`src/rtl/fetch_unit_pkg.sv`:
```
// Shared definitions for the instruction-fetch stage.
// Latency: n/a (types, constants and a helper only).
// Backpressure: n/a.
package fetch_unit_pkg;

    localparam logic [31:0] DEFAULT_RESET_PC = 32'h8000_0000;
    localparam logic [31:0] NOP_INSTR        = 32'h0000_0013;  // addi x0,x0,0

    // Instruction-memory port sequencer states.
    typedef enum logic [1:0] {
        IDLE = 2'd0,   // nothing in flight
        REQ  = 2'd1,   // request raised, waiting for grant
        WAIT = 2'd2    // granted, waiting for rvalid
    } fetch_state_t;

    // One fetched instruction together with the address it came from.
    typedef struct packed {
        logic [31:0] pc;
        logic [31:0] instr;
    } fetch_entry_t;

    // Sequential fetch address; wraps at 32 bits.
    function automatic logic [31:0] next_pc(input logic [31:0] pc);
        return pc + 32'd4;
    endfunction

endpackage

```
`src/rtl/fetch_holdbuf.sv`:
```
// One-entry {pc, instr} parking register for responses that arrive while F is stalled.
// Latency: push is visible on full_o/entry_o the cycle after it is accepted.
// Backpressure: owner must not push while full; clear beats push, push beats pop.
module fetch_holdbuf
    import fetch_unit_pkg::*;
(
    input  logic         clk_i,
    input  logic         rst_n_i,
    input  logic         push_i,
    input  logic         pop_i,
    input  logic         clear_i,
    input  fetch_entry_t entry_i,
    output logic         full_o,
    output fetch_entry_t entry_o
);

    logic         full_q, full_d;
    fetch_entry_t entry_q, entry_d;

    // Next-state: clear (redirect) discards anything parked, even a same-cycle push.
    always_comb begin
        full_d  = full_q;
        entry_d = entry_q;
        if (clear_i) begin
            full_d = 1'b0;
        end else if (push_i) begin
            full_d  = 1'b1;
            entry_d = entry_i;
        end else if (pop_i) begin
            full_d = 1'b0;
        end
    end

    // State register.
    always_ff @(posedge clk_i or negedge rst_n_i) begin
        if (!rst_n_i) begin
            full_q  <= 1'b0;
            entry_q <= '0;
        end else begin
            full_q  <= full_d;
            entry_q <= entry_d;
        end
    end

    assign full_o  = full_q;
    assign entry_o = entry_q;

endmodule

```
`src/rtl/fetch_unit.sv`:
```
// Instruction fetch: owns the PC, drives a single-outstanding req/gnt/rvalid imem port, registers F.
// Latency: zero-wait memory gives one instruction every 2 cycles; F loads the edge after rvalid.
// Backpressure: F_stall/PC_stall hold F and the PC; a response landing during a stall is parked.
module fetch_unit
    import fetch_unit_pkg::*;
#(
    parameter logic [31:0] RESET_PC = DEFAULT_RESET_PC,
    parameter logic [31:0] NOP      = NOP_INSTR
) (
    input  logic        clk_i,
    input  logic        rst_n_i,
    input  logic        PC_stall_i,
    input  logic        F_stall_i,
    input  logic        F_bubble_i,
    input  logic        E_jmp_sel_i,
    input  logic [31:0] E_jmp_pc_i,
    output logic        imem_req_o,
    output logic [31:0] imem_addr_o,
    input  logic        imem_gnt_i,
    input  logic        imem_rvalid_i,
    input  logic [31:0] imem_rdata_i,
    output logic        F_valid_o,
    output logic [31:0] F_pc_o,
    output logic [31:0] F_instr_o
);

    fetch_state_t state_q, state_d;

    logic [31:0] pc_q, pc_d;          // next address to fetch
    logic [31:0] addr_q, addr_d;      // address presented while in REQ, frozen until grant
    logic [31:0] req_pc_q, req_pc_d;  // address of the request currently in WAIT
    logic        drop_q, drop_d;      // in-flight response is stale
    logic        pend_q, pend_d;      // redirect hit while REQ was ungranted: stale at grant

    logic        f_valid_q, f_valid_d;
    logic [31:0] f_pc_q, f_pc_d;
    logic [31:0] f_instr_q, f_instr_d;

    logic         redirect;
    logic         f_adv;
    logic         gnt;
    logic         rsp;
    logic         rsp_acc;
    logic         can_start;
    logic         hb_push;
    logic         hb_pop;
    logic         hb_full;
    fetch_entry_t hb_in;
    fetch_entry_t hb_out;

    // A jump select without the matching bubble is not a redirect.
    assign redirect  = E_jmp_sel_i & F_bubble_i;
    assign f_adv     = ~F_stall_i & ~F_bubble_i;
    assign gnt       = (state_q == REQ)  & imem_gnt_i;
    assign rsp       = (state_q == WAIT) & imem_rvalid_i;
    // A response is kept only if it is not stale and not killed by a same-cycle redirect.
    assign rsp_acc   = rsp & ~drop_q & ~redirect;
    assign hb_push   = rsp_acc & ~f_adv;
    assign hb_pop    = hb_full & f_adv;
    // Only start a new fetch when nothing is, or is about to be, parked.
    assign can_start = ~PC_stall_i & ~hb_full & ~hb_push & ~redirect;
    assign hb_in     = '{pc: req_pc_q, instr: imem_rdata_i};

    fetch_holdbuf u_holdbuf (
        .clk_i   (clk_i),
        .rst_n_i (rst_n_i),
        .push_i  (hb_push),
        .pop_i   (hb_pop),
        .clear_i (redirect),
        .entry_i (hb_in),
        .full_o  (hb_full),
        .entry_o (hb_out)
    );

    // FSM next state; WAIT chains straight into REQ so zero-wait memory streams at 1 per 2 cycles.
    always_comb begin
        state_d = state_q;
        unique case (state_q)
            IDLE:    if (can_start)     state_d = REQ;
            REQ:     if (imem_gnt_i)    state_d = WAIT;
            WAIT:    if (imem_rvalid_i) state_d = can_start ? REQ : IDLE;
            default:                    state_d = IDLE;
        endcase
    end

    // FSM state register.
    always_ff @(posedge clk_i or negedge rst_n_i) begin
        if (!rst_n_i) begin
            state_q <= IDLE;
        end else begin
            state_q <= state_d;
        end
    end

    // PC, request address and stale-response tracking.
    always_comb begin
        pc_d     = pc_q;
        addr_d   = addr_q;
        req_pc_d = req_pc_q;
        drop_d   = drop_q;
        pend_d   = pend_q;

        if (gnt) begin
            req_pc_d = addr_q;
            pend_d   = 1'b0;
            // After a deferred redirect pc_q already holds the target.
            if (!pend_q) pc_d = next_pc(pc_q);
        end
        // Redirect target overrides any same-cycle increment.
        if (redirect) pc_d = E_jmp_pc_i;
        // Ungranted request must still complete at its old address; mark it stale for later.
        if (redirect && (state_q == REQ) && !imem_gnt_i) pend_d = 1'b1;

        if (rsp) drop_d = 1'b0;
        if (gnt && (pend_q || redirect)) drop_d = 1'b1;
        // A response coinciding with the redirect is discarded directly, so no flag then.
        if (redirect && (state_q == WAIT) && !imem_rvalid_i) drop_d = 1'b1;

        // Freeze the presented address on entry to REQ.
        if ((state_q != REQ) && (state_d == REQ)) addr_d = pc_q;
    end

    // PC-side registers.
    always_ff @(posedge clk_i or negedge rst_n_i) begin
        if (!rst_n_i) begin
            pc_q     <= RESET_PC;
            addr_q   <= RESET_PC;
            req_pc_q <= RESET_PC;
            drop_q   <= 1'b0;
            pend_q   <= 1'b0;
        end else begin
            pc_q     <= pc_d;
            addr_q   <= addr_d;
            req_pc_q <= req_pc_d;
            drop_q   <= drop_d;
            pend_q   <= pend_d;
        end
    end

    // F-stage update: bubble, then stall, then parked entry, then live response, else NOP.
    always_comb begin
        f_valid_d = f_valid_q;
        f_pc_d    = f_pc_q;
        f_instr_d = f_instr_q;
        if (F_bubble_i) begin
            f_valid_d = 1'b0;
            f_instr_d = NOP;
        end else if (!F_stall_i) begin
            if (hb_full) begin
                f_valid_d = 1'b1;
                f_pc_d    = hb_out.pc;
                f_instr_d = hb_out.instr;
            end else if (rsp_acc) begin
                f_valid_d = 1'b1;
                f_pc_d    = req_pc_q;
                f_instr_d = imem_rdata_i;
            end else begin
                f_valid_d = 1'b0;
                f_instr_d = NOP;
            end
        end
    end

    // F-stage registers.
    always_ff @(posedge clk_i or negedge rst_n_i) begin
        if (!rst_n_i) begin
            f_valid_q <= 1'b0;
            f_pc_q    <= 32'd0;
            f_instr_q <= NOP;
        end else begin
            f_valid_q <= f_valid_d;
            f_pc_q    <= f_pc_d;
            f_instr_q <= f_instr_d;
        end
    end

    assign imem_req_o  = (state_q == REQ);
    assign imem_addr_o = addr_q;
    assign F_valid_o   = f_valid_q;
    assign F_pc_o      = f_pc_q;
    assign F_instr_o   = f_instr_q;

endmodule
```
`config.mk`:
```
export PLATFORM = sky130hd
export DESIGN_NAME = fetch_unit
export DESIGN_NICKNAME = d
export VERILOG_FILES = /design/src/rtl/fetch_unit_pkg.sv /design/src/rtl/fetch_holdbuf.sv /design/src/rtl/fetch_unit.sv
export SDC_FILE = /design/constraint.sdc
export NUM_CORES = 1
export LEC_CHECK = 0
export CORE_UTILIZATION = 45
export DETAILED_ROUTE_END_ITERATION = 7
export DONT_BUFFER_PORTS = 1
export GPL_TIMING_DRIVEN = 1
export HOLD_SLACK_MARGIN = 0.03
export PLACE_DENSITY = 0.6
export REMOVE_ABC_BUFFERS = 1
export SLEW_MARGIN = 20
export SYNTH_ARGS = -nofsm -noshare
export SYNTH_HDL_FRONTEND = slang
export SYNTH_HIERARCHICAL = 1
export SYNTH_SLANG_ARGS = --single-unit
```
`constraint.sdc`:
```
create_clock -name clk_i -period 3.2 [get_ports clk_i]
set_input_delay 0.96 -clock clk_i [delete_from_list [all_inputs] [get_ports clk_i]]
set_output_delay 0.96 -clock clk_i [all_outputs]
set_load 0.02 [all_outputs]
```
**After elaboration in Yosys (flattened, before gate mapping)**

Cells that the tools add are included.

- $add $sub $neg: 1
- Muxes and demuxes: 26
- Reduce and logical (&&, ||, !) cells: 18
- Bitwise gates (word level): 19
- Eq/ne operators: 6

Operator list:

| operator | count |
|---|---|
| $mux W32 | 9 |
| $add A32 B3 Y32 const B | 1 |
| $mux W1 | 13 |
| $and A1 B1 Y1 | 11 |
| $not A1 Y1 | 8 |
| $logic_and A1 B1 Y1 | 6 |
| $mux W2 | 3 |
| $ne A2 B1 Y1 const B | 3 |
| $pmux W2 S3 | 1 |
| $reduce_bool A2 Y1 | 3 |
| $reduce_bool A3 Y1 | 2 |
| $eq A2 B1 Y1 const B | 2 |
| $reduce_and A2 Y1 | 2 |
| $reduce_and A3 Y1 | 1 |
| $eq A2 B2 Y1 const B | 1 |
| $logic_not A1 Y1 | 2 |
| $logic_not A2 Y1 | 1 |
| $logic_or A1 B1 Y1 | 1 |

- Register bits after elaboration: 230
- Output and inout port bits: 98
- Bits of input ports: 72
- Word-level logic and storage cells: 82

**Longest topological paths before layout**

- Depth after elaboration: 13
- Mapped depth: 8
- Mapped depth without buffers: 5

**Cells and area by module**

Netlist, hierarchy kept.

By module, submodules not included:

| module | sequential area each (um2) | area an instance (um2) | cells an instance | instances |
|---|---|---|---|---|
| fetch_unit | 4136.5 | 7394.6 | 697 | 1 |
| fetch_holdbuf | 1626.6 | 2741.4 | 140 | 1 |

**Least setup slack after synthesis**

No wires, ideal clock.

- Path type: input port to flip-flop
- Start: input port F_bubble_i
- End: register f_pc_q[10] (netlist: F_pc_o[10])
- Setup time: 125 ps
- Stages: 5
- Required time: 3075 ps
- Setup slack: 638 ps
- Data arrival time: 2437 ps
- Buffers on the path: 1
- Cells stage by stage: a21o_1 -> or3_1 -> a21boi_1 -> buf_2 -> mux2_2

- Longest elaborated chain between the ends: 5
- Elaborated cells on any way between the ends: 6
- Classes of those cells: bitwise: 4; reduce/logical: 2

Ends and longest elaborated chain:

| item | line | RTL |
|---|---|---|
| start, declared | fetch_unit.sv:14 | `input logic F_bubble_i,` |
| $and A1 B1 Y1 | fetch_unit.sv:52 | `assign redirect = E_jmp_sel_i & F_bubble_i;` |
| $not A1 Y1 (no line) | - |  |
| $and A1 B1 Y1 | fetch_unit.sv:57 | `assign rsp_acc = rsp & ~drop_q & ~redirect;` |
| $reduce_bool A2 Y1 (no line) | - |  |
| $reduce_and A3 Y1 (no line) (*) | - |  |
| end signal, assigned | fetch_unit.sv:172 | `f_pc_q <= f_pc_d;` |
| end, declared | fetch_unit.sv:36 | `logic [31:0] f_pc_q, f_pc_d;` |

Mark *: on every way between the ends. The rest lies on a longest branch, timed or not.
A chain may end at the register's enable or synchronous reset.

**Worst setup path after layout**

- Start: register state_q[0]
- End: output port imem_req_o

- Longest elaborated chain between the ends: 1

Ends and longest elaborated chain:

| item | line | RTL |
|---|---|---|
| start, declared | fetch_unit.sv:27 | `fetch_state_t state_q, state_d;` |
| start signal, assigned | fetch_unit.sv:91 | `state_q <= state_d;` |
| $eq A2 B1 Y1 | fetch_unit.sv:177 | `assign imem_req_o = (state_q == REQ);` |
| end, declared | fetch_unit.sv:17 | `output logic imem_req_o,` |

No other way between the ends.

==> impl_results.md <==
- Most frequent cells in the layout: dfrtp_1 (223), nand2_1 (185), mux2_2 (75)
- Overflow after GRT: 0
- Clk sinks: 230
- Worst-margin pin slew: 887 ps
- Sequential share of the synthesized area: 0.569
- Warnings, synthesis: 6
- CP Launch Type: flop
- Area leader, netlist: dfrtp_1
- Clock latency on the worst-skew pair: 510 ps
- Setup violators final: 0
- Final Power: 9.40 mW
- Leak: 5.10 nW
- Die Span Y: 152 µm
- Switching fraction of total power: 0.322
- DRT iter0 DRCs: 384
- Tcrit/Tclk final: 0.768
- RSZ-0062 raised after global routing: false
- Failing checks: DRC
- Hold crit path type: input port to asynchronous set/reset pin
- Clock buffer depth: 3
- Crit-path leading delay family: flip-flops
- CP max stage cell: dfrtp_1
- CP Data Arrival Time: 1500 ps
- Register area: 5760 µm²
- Pwr/cell area: 851 nW/µm²
- Root Driver: clkbuf_16
- Setup Fix Bufs, Post-CTS: 0
- Filler cells: 1901
- CP bufs+invs: 0
- Commonest non-fill, non-tap cell in the layout: dfrtp_1
- Starting Density: 0.462
- Footprint of the multi-input gates: 4030 µm²
- H-tree depth: 1
- Initial antenna violation count: 1
- Vias per cell: 5.65
- CTS hold repair buffers: 0
- Wire per inst: 20.6 µm
- Overall Global Routing Usage: 0.204
- Die Area: 23100 µm²
- Post-Syn Area: 10100 µm²
- Min Tclk post-route: 2460 ps
- Pint: 6.37 mW
- # port buffers: 0
- Clock Power Share: 0.280
- Max Cap Viol: 0
- Main synth FF type: dfrtp_1
- RePlAce Congestion: 0.768
- Clock skew: 10.7 ps
- Status: finished with violations
- Worst-path cell chain: nor2b_1
- Share of total power in combinational logic: 0.182
- Max Transition Viols Final: 0
- Cts repair resizes: 0
- Final HPWL DP: 14800 µm
- DRT met1 WL: 9540 µm
- Mean Syn Cell Area: 12.1 µm²
- CTS Buf Count: 25
- Seq pwr share: 0.538
- Synth Register Bits: 230
- Pin count of the biggest net entering global routing: 231
- Top Metal Used: met4
- Crit-path max cell delay: 500 ps
- Fmax: 407 MHz
- Synth Instances: 837
- CTS tree: yes
- Slew margin rel.: 0.409
- Post-synth cell types: 43
- Routed WL: 23100 µm
- Met3 WL post-DR: 1940 µm
- Residual DRC count: 32
- Crit path max fanout: 9
- Hold Violations, Final: 0
- Global-route wire length before repair: 37800 µm
- Worst endpoint required time: 2240 ps
- EDFF count, synth: 0
- P&R area growth vs syn: 8.92%
- Setup CP Type: flop to primary output
- Num rows: 54
- VDD IR max: 0.000452 V
- Vias in the first global route: 6855
- Post-synthesis async set-or-reset flop share: 1.00
- Number of routed nets with antenna violations: 0
- Top cell type's share of synthesized area: 0.553
- Share of cells above drive strength 1: 0.239
- DR WL met2: 11100 µm
- Crit end category: primary output
- Total core area: 22000 µm²
- Synth area leaders: dfrtp_1 (55%), mux2_4 (8.9%), mux2_2 (8.3%), nand2_1 (6.9%), mux2_1 (2.8%)
- Die width: 152 µm
- # IOs: 170
- Final net count: 897
- Pre-antenna DRT Iters: 8
- Routed via count: 6337
- Hold_ws: 147 ps
- Psw: 3.03 mW
- Worst-path clk slew: 50 ps
-- kinds of logic after synthesis --
family | count (synthesis) | share of synthesized area
DFF | 230 | 0.569
xor gates and xnor gates | 9 | 0.00778
and+or+nand+nor | 279 | 0.123
muxes | 160 | 0.200
buffers and inverters | 63 | 0.0367
AOI/OAI and AO/OA | 95 | 0.0632
adders and majority gates | 1 | 0.00123
-- Yosys cell counts (2+ instances only) --
| master | n |
|---|---|
| or3_1 | 5 |
| clkbuf_1 | 34 |
| buf_2 | 8 |
| a21oi_1 | 5 |
| buf_12 | 7 |
| nand2b_1 | 3 |
| nand3b_1 | 2 |
| xnor2_1 | 8 |
| nand2_1 | 186 |
| inv_1 | 11 |
| o31ai_1 | 17 |
| and3_1 | 3 |
| nor4_1 | 2 |
| mux2_2 | 75 |
| nor3_1 | 4 |
| nand3_1 | 8 |
| dfstp_2 | 6 |
| mux2_4 | 60 |
| or4_1 | 21 |
| nor2_1 | 29 |
| nand4_1 | 7 |
| o21ai_0 | 14 |
| o22ai_1 | 3 |
| dfrtp_1 | 224 |
| a22oi_1 | 30 |
| mux2_1 | 25 |
| nor2b_1 | 3 |
| a31oi_1 | 21 |
| a21o_1 | 2 |
-- state kept, by name (all words and copies together) (netlist names) --
signal             flops
req_pc_q              32
F_pc_o                32
F_instr_o             32
pc_q                  32
u_holdbuf/full_o       1
imem_addr_o           32
F_valid_o              1
u_holdbuf/entry_o     64
drop_q                 1
pend_q                 1
state_q                2
-- power by group through the flow --
stage | clock network, mW | logic (mW) | registers (mW)
2_1_floorplan | 0 | 1.43 | 4.81
3_3_place_gp | 0 | 1.65 | 5.06
3_5_place_dp | 0 | 1.72 | 5.11
4_1_cts | 2.72 | 1.74 | 5.07
5_1_grt | 2.84 | 1.91 | 5.20
6_report | 2.63 | 1.71 | 5.06
-- layout make-up --
cell class | count | share of cell area
flip-flops and latches | 230 | 0.522
multi-input cells | 544 | 0.365
clock buffers | 32 | 0.0627
well taps | 280 | 0.0317
repair buffers | 12 | 0.00929
clock inverters | 11 | 0.00521
inverters | 11 | 0.00374
diodes | 1 | 0.000227
-- per-layer routing --
layer | vias up | GRT usage
li1 | 2908 | -
met1 | 3207 | 0.248
met2 | 183 | 0.346
met3 | 39 | 0.0653
met4 | 0 | 0.0593
met5 | - | 0
-- worst reg2reg max path: stages (launching register included) --
cell,delay [ps]
dfrtp_1,400
ha_1,180
nand3b_1,180
or4_1,860
or4_1,580
a31oi_1,170
-- final timing paths --
check | start | to | slack, ps | cells past startpoint
max | state_q[0] | imem_req_o | 740 | 1
min | rst_n_i | u_holdbuf/entry_o[15] | 150 | 0
max reg2reg | pc_q[2] | pc_q[20] | 750 | 5
min reg2reg | req_pc_q[31] | req_pc_q[31] | 470 | 2
max in group asynchronous | rst_n_i | req_pc_q[31] | 2750 | 0
min in group clk_i | req_pc_q[31] | req_pc_q[31] | 470 | 2
-- through the flow --
stage | cell area (µm²) | utilization | cells | setup slack (ps) | TNS [ps]
after floorplan | 9810 | - | 785 | -1140 | -122590
after global placement | 10300 | 0.468 | 1077 | 380 | 0
after detailed placement | 10300 | 0.469 | 1077 | 366 | 0
after CTS | 11000 | 0.503 | 1120 | 734 | 0
after global routing | 11000 | 0.503 | 1121 | 616 | 0
final | 11000 | 0.503 | 1121 | 741 | 0
Power figures use the tool's default switching activity.
